## src/rtl/seg7_scan_driver.sv

```systemverilog
// Time-multiplexed common-anode 7-segment driver with frame-aligned (tear-free) data update.
// Define SEG7_BLINK_EN to add the blink_mask input and a frame-based blink phase.
module seg7_scan_driver #(
  parameter int unsigned NUM_DIGITS   = 4,
  parameter int unsigned SCAN_DIV     = 50000,
  parameter int unsigned BLINK_FRAMES = 32
) (
  input  logic                      clk,
  input  logic                      rst,
  input  logic [4*NUM_DIGITS-1:0]   digits_in,
  input  logic                      load,
  input  logic [NUM_DIGITS-1:0]     dp_in,
  input  logic                      hex_en,
  input  logic                      blank_lz,
`ifdef SEG7_BLINK_EN
  input  logic [NUM_DIGITS-1:0]     blink_mask,
`endif
  output logic [6:0]                seg_out,
  output logic                      dp_out,
  output logic [NUM_DIGITS-1:0]     an_out,
  output logic                      frame_done
);

  localparam int unsigned CNT_W = (SCAN_DIV > 1) ? $clog2(SCAN_DIV) : 1;
  localparam int unsigned IDX_W = (NUM_DIGITS > 1) ? $clog2(NUM_DIGITS) : 1;
  localparam logic [CNT_W-1:0] CNT_LAST = CNT_W'(SCAN_DIV - 1);
  localparam logic [IDX_W-1:0] IDX_LAST = IDX_W'(NUM_DIGITS - 1);
  localparam logic [6:0] SEG_DARK = 7'b1111111;
  localparam logic [6:0] SEG_DASH = 7'b0111111;

  if (NUM_DIGITS < 2 || NUM_DIGITS > 8 || SCAN_DIV < 2 || BLINK_FRAMES < 1) begin : g_bad_params
    $error("seg7_scan_driver: parameter out of range");
  end

  // Active-low {g,f,e,d,c,b,a} pattern for one nibble
  function automatic logic [6:0] decode_digit(input logic [3:0] val, input logic hex);
    logic [6:0] seg;
    case (val)
      4'h0:    seg = 7'b1000000;
      4'h1:    seg = 7'b1111001;
      4'h2:    seg = 7'b0100100;
      4'h3:    seg = 7'b0110000;
      4'h4:    seg = 7'b0011001;
      4'h5:    seg = 7'b0010010;
      4'h6:    seg = 7'b0000010;
      4'h7:    seg = 7'b1111000;
      4'h8:    seg = 7'b0000000;
      4'h9:    seg = 7'b0010000;
      4'hA:    seg = hex ? 7'b0001000 : SEG_DASH;
      4'hB:    seg = hex ? 7'b0000011 : SEG_DASH;
      4'hC:    seg = hex ? 7'b1000110 : SEG_DASH;
      4'hD:    seg = hex ? 7'b0100001 : SEG_DASH;
      4'hE:    seg = hex ? 7'b0000110 : SEG_DASH;
      default: seg = hex ? 7'b0001110 : SEG_DASH;
    endcase
    return seg;
  endfunction

  logic [CNT_W-1:0]           cnt_q, cnt_d;
  logic [IDX_W-1:0]           idx_q, idx_d;
  logic [NUM_DIGITS-1:0][3:0] pend_dig_q, pend_dig_d;
  logic [NUM_DIGITS-1:0][3:0] act_dig_q, act_dig_d;
  logic [NUM_DIGITS-1:0]      pend_dp_q, pend_dp_d;
  logic [NUM_DIGITS-1:0]      act_dp_q, act_dp_d;
  logic                       term_cnt, frame_end;

  logic [NUM_DIGITS-1:0]      zero_above;
  logic [3:0]                 cur_val;
  logic                       blanked, blink_off, all_zero;
  logic [6:0]                 seg_d;
  logic                       dp_d;
  logic [NUM_DIGITS-1:0]      an_d;

  // Next-state: scan position and pending/active data banks
  always_comb begin
    term_cnt   = (cnt_q == CNT_LAST);
    frame_end  = term_cnt && (idx_q == IDX_LAST);
    cnt_d      = term_cnt ? '0 : cnt_q + CNT_W'(1);
    idx_d      = idx_q;
    if (term_cnt) begin
      idx_d = (idx_q == IDX_LAST) ? '0 : idx_q + IDX_W'(1);
    end
    pend_dig_d = load ? digits_in : pend_dig_q;
    pend_dp_d  = load ? dp_in : pend_dp_q;
    // pend_*_d already holds digits_in on a coincident load, so it lands in this frame
    act_dig_d  = frame_end ? pend_dig_d : act_dig_q;
    act_dp_d   = frame_end ? pend_dp_d : act_dp_q;
  end

  // Output decode for the digit currently selected by idx_q
  always_comb begin
    all_zero   = 1'b1;
    zero_above = '0;
    for (int i = int'(NUM_DIGITS) - 1; i >= 0; i--) begin
      all_zero      = all_zero & (act_dig_q[i] == 4'h0);
      zero_above[i] = all_zero;
    end
    cur_val = act_dig_q[idx_q];
    blanked = blank_lz && (idx_q != '0) && zero_above[idx_q];
    an_d    = '1;
    an_d[idx_q] = 1'b0;
    if (blanked || blink_off) begin
      seg_d = SEG_DARK;
      dp_d  = 1'b1;
    end else begin
      seg_d = decode_digit(cur_val, hex_en);
      dp_d  = ~act_dp_q[idx_q];
    end
  end

  always_ff @(posedge clk or negedge rst) begin
    if (!rst) begin
      cnt_q      <= '0;
      idx_q      <= '0;
      pend_dig_q <= '0;
      act_dig_q  <= '0;
      pend_dp_q  <= '0;
      act_dp_q   <= '0;
      seg_out    <= SEG_DARK;
      dp_out     <= 1'b1;
      an_out     <= '1;
      frame_done <= 1'b0;
    end else begin
      cnt_q      <= cnt_d;
      idx_q      <= idx_d;
      pend_dig_q <= pend_dig_d;
      act_dig_q  <= act_dig_d;
      pend_dp_q  <= pend_dp_d;
      act_dp_q   <= act_dp_d;
      seg_out    <= seg_d;
      dp_out     <= dp_d;
      an_out     <= an_d;
      frame_done <= frame_end;
    end
  end

`ifdef SEG7_BLINK_EN
  localparam int unsigned FCNT_W = (BLINK_FRAMES > 1) ? $clog2(BLINK_FRAMES) : 1;
  localparam logic [FCNT_W-1:0] FCNT_LAST = FCNT_W'(BLINK_FRAMES - 1);

  logic [NUM_DIGITS-1:0] pend_blk_q, pend_blk_d;
  logic [NUM_DIGITS-1:0] act_blk_q, act_blk_d;
  logic [FCNT_W-1:0]     fcnt_q, fcnt_d;
  logic                  phase_q, phase_d;

  // Blink mask follows the same pending/active path; phase flips every BLINK_FRAMES frames
  always_comb begin
    pend_blk_d = load ? blink_mask : pend_blk_q;
    act_blk_d  = frame_end ? pend_blk_d : act_blk_q;
    fcnt_d     = fcnt_q;
    phase_d    = phase_q;
    if (frame_end) begin
      if (fcnt_q == FCNT_LAST) begin
        fcnt_d  = '0;
        phase_d = ~phase_q;
      end else begin
        fcnt_d  = fcnt_q + FCNT_W'(1);
      end
    end
  end

  always_ff @(posedge clk or negedge rst) begin
    if (!rst) begin
      pend_blk_q <= '0;
      act_blk_q  <= '0;
      fcnt_q     <= '0;
      phase_q    <= 1'b0;
    end else begin
      pend_blk_q <= pend_blk_d;
      act_blk_q  <= act_blk_d;
      fcnt_q     <= fcnt_d;
      phase_q    <= phase_d;
    end
  end

  assign blink_off = phase_q & act_blk_q[idx_q];
`else
  assign blink_off = 1'b0;
`endif

endmodule

```

## config.mk

```make
export PLATFORM = sky130hd
export DESIGN_NAME = seg7_scan_driver
export DESIGN_NICKNAME = d
export VERILOG_FILES = /design/src/rtl/seg7_scan_driver.sv
export SDC_FILE = /design/constraint.sdc
export NUM_CORES = 1
export LEC_CHECK = 0
export ABC_AREA = 0
export BUFFER_PORTS_ARGS = -buffer_cell sky130_fd_sc_hd__buf_2
export CAP_MARGIN = 20
export CORE_ASPECT_RATIO = 0.75
export CORE_MARGIN = 1
export CORE_UTILIZATION = 35
export DETAILED_ROUTE_END_ITERATION = 6
export GPL_ROUTABILITY_DRIVEN = 0
export SLEW_MARGIN = 20
export SYNTH_ARGS = -nofsm -noshare
export SYNTH_HDL_FRONTEND = slang
export SYNTH_SLANG_ARGS = --single-unit
```

## constraint.sdc

```tcl
create_clock -name clk -period 2.8 [get_ports clk]
set_input_delay 0.42 -clock clk [delete_from_list [all_inputs] [get_ports clk]]
set_output_delay 0.42 -clock clk [all_outputs]
set_load 0.03 [all_outputs]
```

==> flow_summary.toml <==
[logic_synthesis]
synth_mux_area_share_pct = 19.7
synth-compound-area-share_pct = 5.36
yosys-top-cells-area = "dfrtp_1, dfstp_2, mux2_4, mux2_2, mux4_2"
synthSimpleGateAreaFrac_pct = 10.5
async_reset_ff_share_pct = 100
synth_seq_cells = 71
syn_nets = 278
synth_top_area_share_pct = 45.8
synth_edf_count = 0
synth_area_per_cell_um2 = 13.0
synthCells = 248
synthFlopType = "dfrtp_1"
yosys_warnings = 0
synth_xor_area_share_pct = 3.54
synth_commonest_cells = "dfrtp_1, mux2_2, mux2_4, nor2_1"
syn_area_um2 = 3220
yosys.cell_count.top_type = "dfrtp_1"
synthAdderAreaFrac_pct = 1.94
seq_area_frac_synth_pct = 55.6
synth_top_family_by_area = "multiplexers"
yosysTopAreaCell = "dfrtp_1"
ys_types = 38

[floorplanning]
fp.coreArea_um2 = 8670
die_h_um = 85.1
rows = 29
start_util_pct = 37.1
io_pins = 38
die_area_um2 = 9590
die_w_um = 113

[clock_network]
ctsHoldBuffers = 0
numClockSinks = 71
cts_resized = 0
cts.htree.levels = 3
clock_path_buffers = 2
cts_tree = "built"
numCtsBuffers = 9
cts_setup_buffers = 0
clkLatencyLatePin_ns = 0.32
root_buffer = "clkbuf_16"
clk_pin_slew_ns = 0.06

[power]
power_density_nw_per_um2 = 633
p_leak_nw = 1.73
peakVddDrop_mv = 0.308
power_mw = 2.42

[route]
wl_per_cell_um = 15.5
route.detailed.drc = 0
drtPass1Iterations = 4
drt-vias-per-instance = 4.96
dr.first_iter.drc_count = 103
drt_wl_total_um = 6220
vias = 1992
drtAntennaViolNets = 0

[timing]
worst_pin_slew_ns = 0.528
rsz0062_at_grt = "no"
timing.hold.ws_ns = 0.0757
hold_violations = 0
finClkSkew_ns = 0.00655
fmax_mhz = 472
slew_headroom_pct = 64.8
slew_viol_final = 0
setup_viol = 0
fin_crit_ns = 2.12
min_period_over_period_pct = 75.7
setup_tns_ns = 0

[worst_setup_path]
cpPeakStageDelay_ns = 0.70
slowest_stage = "mux4_2"
crit_required_ns = 3.03
critical-path-top-delay-family = "multiplexers"
cp_cell_sequence = "mux4_2 > or2_0 > a22oi_1 > o2111ai_1"
end_kind = "register"
critPathMaxFanout = 11
crit_path_start_kind = "register"
path_buf_inv = 0
crit_type = "reg2reg"
crit_arrival_ns = 2.35

[grt]
grt_antenna_before_repair = 0
grtUsageTotal_pct = 14.6
grt_overflow = 0
grt_first_pass_wirelength_um = 10500
grt_max_degree = 34
grt_pass1_vias = 2094

[placed_design]
io_buffers = 37
dpl_cell_area_um2 = 3530
hpwl_um = 4330

[layout]
multi_input_area_um2 = 1320
area_growth_pct = 18.5
regArea_um2 = 1790
fin_nets = 319
antennaDiodeCount = 0
post-route-util_pct = 44.0
drive_above_1_share_pct = 38.8
fillers = 798
finish.instance_area_um2 = 3820

[min_path]
min_path_type = "in2async"

[run_status]
status = "finished clean"

[job]
cap_violations = 0
## worst reg2reg max path, delay by kind of cell, from the launching register on
kind | cells | cell delay (ns)
multiplexers | 1 | 0.70
flip-flops | 1 | 0.59
AND/OR/NAND/NOR | 1 | 0.37
AO/OA/AOI/OAI | 2 | 0.37
## path summary, 6_finish.rpt
check                         startpoint             end  slack (ns)  cells past startpoint
setup / recovery                idx_q[0]      seg_out[3]        0.68                      4
hold / removal                       rst        cnt_q[0]        0.08                      1
setup reg to reg                idx_q[0]      seg_out[3]        0.68                      4
hold reg to reg                 cnt_q[0]        cnt_q[0]        0.48                      1
max in group asynchronous            rst      seg_out[2]        2.01                      2
min in group clk           digits_in[13]  pend_dig_q[13]        0.35                      2
## layer usage
metal | global-route usage [%] | part of all wire [%]
met4 | 6.18 | 1.4
met3 | 3.93 | 4.2
met2 | 20.3 | 40
met5 | 0 | 0
met1 | 21.2 | 55
## metrics by stage
step	setup slack [ns]	cells
floorplan	0.902	248
global placement	0.676	386
detailed placement	0.674	386
CTS	0.664	402
global route	0.527	402
finish	0.680	402
## placed cells by master, fill, tap and decap left out, types with 4 or more instances in the layout
cell type and instances:
dfrtp_1 59, nor4_1 7, inv_1 11, mux4_2 5, clkbuf_16 9, nor2_1 13
buf_4 4, nor2b_1 4, nand2_1 10, mux2_4 19, nand3_1 12, mux2_2 21
xnor2_1 4, a21oi_1 9, ha_1 5, o21ai_0 7, buf_2 37, xor2_1 9
dfstp_2 12
## power breakdown
group          switching (mW)  leakage, nW  internal (mW)
Sequential             0.0226        0.868           1.09
Combinational           0.106        0.718         0.0897
Clock                   0.400        0.146          0.709
## logic make-up (layout without fill, tap and decap cells)
kind of cell               Yosys count  in the layout
DFF                                 71             71
and+or+nand+nor                     63             63
muxes                               45             45
AOI/OAI and AO/OA                   28             28
buffers and inverters               23             69
xor gates and xnor gates            13             13
adders and majority gates            5              5
## state kept, by name, summed over array words and instances, names as in the netlist
register    count
an_out          4
cnt_q          16
pend_dp_q       4
pend_dig_q     16
act_dp_q        4
seg_out         7
act_dig_q      16
idx_q           2
frame_done      1
dp_out          1
## cell type report
class | count | share of cell area (%)
Clock inverter | 4 | 1.18
Clock buffer | 12 | 6.46
Tap cell | 108 | 3.54
Timing Repair Buffer | 42 | 6.16
Inverter | 11 | 1.08
Multi-Input combinational cell | 154 | 34.6
Sequential cell | 71 | 46.9
No activity file was read; power rests on OpenSTA's default activity.
